==> config.mk <==
export PLATFORM = sky130hd
export DESIGN_NAME = rv32_instr_queue
export DESIGN_NICKNAME = d
export VERILOG_FILES = /design/src/rtl/rv32_instr_queue.sv
export SDC_FILE = /design/constraint.sdc
export NUM_CORES = 1
export LEC_CHECK = 0
export BUFFER_PORTS_ARGS = -buffer_cell sky130_fd_sc_hd__buf_2
export CAP_MARGIN = 20
export CORE_UTILIZATION = 52
export CTS_CLUSTER_DIAMETER = 100
export CTS_CLUSTER_SIZE = 28
export DETAILED_ROUTE_END_ITERATION = 8
export GPL_TIMING_DRIVEN = 1
export HOLD_SLACK_MARGIN = 0.05
export PLACE_DENSITY_LB_ADDON = 0.25
export SYNTH_ARGS = -nofsm -noshare
export SYNTH_HDL_FRONTEND = slang
export SYNTH_SLANG_ARGS = --single-unit
==> constraint.sdc <==
create_clock -name clk -period 4.8 [get_ports clk]
set_input_delay 0.72 -clock clk [delete_from_list [all_inputs] [get_ports clk]]
set_output_delay 0.72 -clock clk [all_outputs]
set_load 0.05 [all_outputs]
==> src/rtl/rv32_instr_queue.sv <==
// rv32_instr_queue: fetch-to-decode FIFO of {pc, instr} packets with flush and back-pressure
`ifndef RV_NOP
`define RV_NOP 32'h0000_0013
`endif

package rv32_instr_queue_pkg;
  typedef struct packed {
    logic [31:0] pc;
    logic [31:0] instr;
  } instr_buffer_data_t;
  localparam logic [31:0] RV_NOP = `RV_NOP;
endpackage

module rv32_instr_queue
  import rv32_instr_queue_pkg::*;
#(
  parameter int DEPTH = 4,
  localparam int CNT_W = $clog2(DEPTH + 1)
) (
  input  logic               clk,
  input  logic               resetn,
  input  logic               flush,
  input  logic               in_valid,
  input  instr_buffer_data_t in_data,
  output logic               in_ready,
  output logic               out_valid,
  output instr_buffer_data_t out_data,
  input  logic               out_ready,
  output logic [CNT_W-1:0]   count
);
  localparam int PTR_W = $clog2(DEPTH);
  instr_buffer_data_t mem [DEPTH];
  logic [PTR_W-1:0] rd_ptr, wr_ptr;
  logic push, pop;
  assign in_ready  = count != CNT_W'(DEPTH);
  assign out_valid = count != '0;
  assign push      = in_valid & in_ready;
  assign pop       = out_valid & out_ready;
  assign out_data  = out_valid ? mem[rd_ptr] : '{pc: 32'h0, instr: `RV_NOP};
  always_ff @(posedge clk or negedge resetn)
    if (!resetn) begin
      rd_ptr <= '0;
      wr_ptr <= '0;
      count  <= '0;
    end else if (flush) begin
      rd_ptr <= '0;
      wr_ptr <= '0;
      count  <= '0;
    end else begin
      if (push) wr_ptr <= wr_ptr + 1'b1;
      if (pop) rd_ptr <= rd_ptr + 1'b1;
      count <= count + CNT_W'(push) - CNT_W'(pop);
    end
  // storage is deliberately left uncleared by reset
  always_ff @(posedge clk)
    if (push && !flush) mem[wr_ptr] <= in_data;
endmodule

==> flow_metrics.env <==
export IMPL_status="complete, no violations"
export IMPL_coreArea_um2=18900
export IMPL_grtUsageMet1_pct=24.0
export IMPL_yosysWarnings=0
export IMPL_cp_top_family="flip-flops"
export IMPL_grt_max_degree=67
export IMPL_hold_violations=0
export IMPL_p_leak_nw=3.86
export IMPL_synthTopCellsByArea="edfxtp_1 (76%), mux4_2 (14%), and2_1 (4.1%), dfrtp_1 (1.7%), ha_1 (0.74%)"
export IMPL_drive_above_1_share_pct=38.2
export IMPL_max_slew_worst_pin_slew_ps=990
export IMPL_dieArea_um2=20000
export IMPL_required_ps=4080
export IMPL_io_pins=138
export IMPL_syn_avg_cell_area_um2=22.2
export IMPL_row_count=50
export IMPL_clk_latency_ps=470
export IMPL_cpPeakStageDelay_ps=860
export IMPL_cts_tree="done"
export IMPL_syn_instance_count=455
export IMPL_cts_root_buf="clkbuf_16"
export IMPL_synth_yosys_seq_area_share_pct=77.7
export IMPL_viasPerCell=5.40
export IMPL_antenna_found_initial=0
export IMPL_diodes=0
export IMPL_met2_usage_pct=31.2
export IMPL_post_route_util_pct=60.5
export IMPL_placed_cells=833
export IMPL_reg2reg_to="count[2]"
export IMPL_finalSetupTns_ps=0
export IMPL_synth_compound_area_share_pct=0.272
export IMPL_startpoint_type="flop"
export IMPL_yosys_register_bits=263
export IMPL_synth_top_family_by_area="multiplexers"
export IMPL_totalWireLength_um=17400
export IMPL_syn_nets=531
export IMPL_top_usage_layer="met2"
export IMPL_max_freq_mhz=292
export IMPL_max_cap_violations=0
export IMPL_ir_worst_vdd_v=0.000398
export IMPL_rsz0062_at_grt="false"
export IMPL_rr_worst_depth=11
export IMPL_synth_mux_area_share_pct=14.3
export IMPL_skew_ps=17.0
export IMPL_path_cells="buf_12, mux4_2, or2_1, buf_2"
export IMPL_crit_arrival_ps=2700
export IMPL_grt_first_pass_wirelength_um=27100
export IMPL_critPathKind="flop to output port"
export IMPL_cts_sinks=263
export IMPL_htree_levels=1
export IMPL_mostFrequentLayoutCells="edfxtp_1 (256), buf_2 (137), mux4_2 (64)"
export IMPL_portBuffers=137
export IMPL_min_period_ps=3420
export IMPL_die_height_um=142
export IMPL_nets=665
export IMPL_yosys_area_top_type_share_pct=75.9
export IMPL_met3_usage_pct=3.27
export IMPL_wire_per_inst_um=20.4
export IMPL_netlist_area_um2=10100
export IMPL_final_common_cell="edfxtp_1"
export IMPL_hp_class="input pin to asynchronous set/reset pin"
export IMPL_r2r_slack_ps=2080
export IMPL_end_kind="output port"
export IMPL_dr_pass1_iters=4
export IMPL_synthSimpleGateAreaFrac_pct=5.03
export IMPL_num_vias=4604
export IMPL_setup_violations=0
export IMPL_critPathBufInv=2
export IMPL_power_density_nw_per_um2=598
export IMPL_cts_buffers=13
export IMPL_die_x_um=142
export IMPL_hold_buffers=0
export IMPL_finalCritPeriodShare_pct=71.3
export IMPL_gp_congestion=0.684
export IMPL_dr_first_iter_drc_count=284
export IMPL_cp_slowest_cell="dfrtp_4"
export IMPL_synth_xor_area_share_pct=0.173
export IMPL_initial_utilization_pct=53.6
export IMPL_synth_largest_area_cell="edfxtp_1"
export IMPL_place_area_um2=11100
export IMPL_hpwlAfterDp_um=9710
export IMPL_clockBufferDepth=3
export IMPL_postCtsSetupBuffers=0
export IMPL_fin_cells=852
export IMPL_grt_overflow_total=0
export IMPL_drc=0
export IMPL_path_clk_slew_ps=100
export IMPL_timing_max_slew_rel_slack_pct=34.0
export IMPL_crit_path_max_fanout=37
export IMPL_cts_resized_gates=0
export IMPL_final_area_um2=11400
export IMPL_areaGrowthSynthToFinish_pct=13.0
export IMPL_grt_usage_pct=18.0
export IMPL_synth_fa_ha_area_share_pct=0.939
export IMPL_grt_pass1_vias=4962
export IMPL_maxSlewViolCount=0
export IMPL_reg2reg_from="count[1]"
export IMPL_synth_distinct_cells=24
export IMPL_ant_nets=0
## sequential cells by signal (all words and copies together), names as in the netlist
signal  count
mem       256
count       3
rd_ptr      2
wr_ptr      2
## how the worst max path moves through the flow
stage                     slack [ps]  startpoint     endpoint  cells past startpoint
after floorplan                 1660    count[1]    mem[0][0]                      3
after global placement          1810   rd_ptr[0]  out_data[1]                      4
after detailed placement        1820   rd_ptr[0]  out_data[0]                      4
after CTS                       1290   rd_ptr[0]  out_data[1]                      4
after global routing            1170   rd_ptr[0]  out_data[1]                      4
final                           1380   rd_ptr[0]  out_data[0]                      4
## cell families (layout without fill, tap and decap cells)
family / Yosys count / after routing
buf+inv: 30 / 167
xor+xnor: 2 / 2
compound gates: 5 / 5
simple gates: 83 / 83
fa+ha+maj: 7 / 7
mux: 65 / 65
flops: 263 / 263
## metrics by stage
stage | setup slack (ps) | hold slack (ps) | total power [mW]
floorplan | 1660 | 424 | 5.07
global placement | 1810 | 563 | 5.70
detailed placement | 1820 | 568 | 5.73
CTS | 1290 | 57.1 | 6.89
global route | 1170 | 53.9 | 7.13
finish | 1380 | 61.2 | 6.84
## layer usage
layer | part of all wire, % | up-vias
met5 | 0 | -
met4 | 1.6 | 0
met3 | 6.3 | 16
met2 | 51 | 144
met1 | 41 | 2359
li1 | - | 2085
## synthesized netlist by cell type (all sizes together)
master    n
inv       9
nor2      4
nor2b     1
dfrtp     7
mux2i     1
o31ai     1
or3       2
and2     66
nor3      3
or2       3
nand2b    2
mux4     64
a21oi     2
buf      12
xor2      2
edfxtp  256
fa        1
clkbuf    9
nor3b     1
nand2     1
o21ai     2
ha        6
## power breakdown
group | switching (mW) | leakage, nW | internal, mW
logic | 1.97 | 1.27 | 0.860
clock network | 0.672 | 0.175 | 0.515
registers | 0.157 | 2.41 | 2.67
## layout make-up
cell class | instances | area, um2
timing repair buffer | 140 | 733
inverter | 9 | 33.8
sequential | 263 | 7870
fill | 1390 | 7460
clock inverter | 1 | 20.0
tap | 260 | 325
clock buffer | 17 | 340
multi-input combinational | 162 | 2110
## worst register-to-register path: stages (launching register included)
cell	delay, ps
dfrtp_1	520
nor3b_1	540
nor2_1	160
inv_1	90
ha_1	220
inv_1	50
ha_1	130
inv_1	50
fa_1	420
xor2_1	170
and2_1	170
nor3_1	120
No activity file was read; power rests on OpenSTA's default activity.
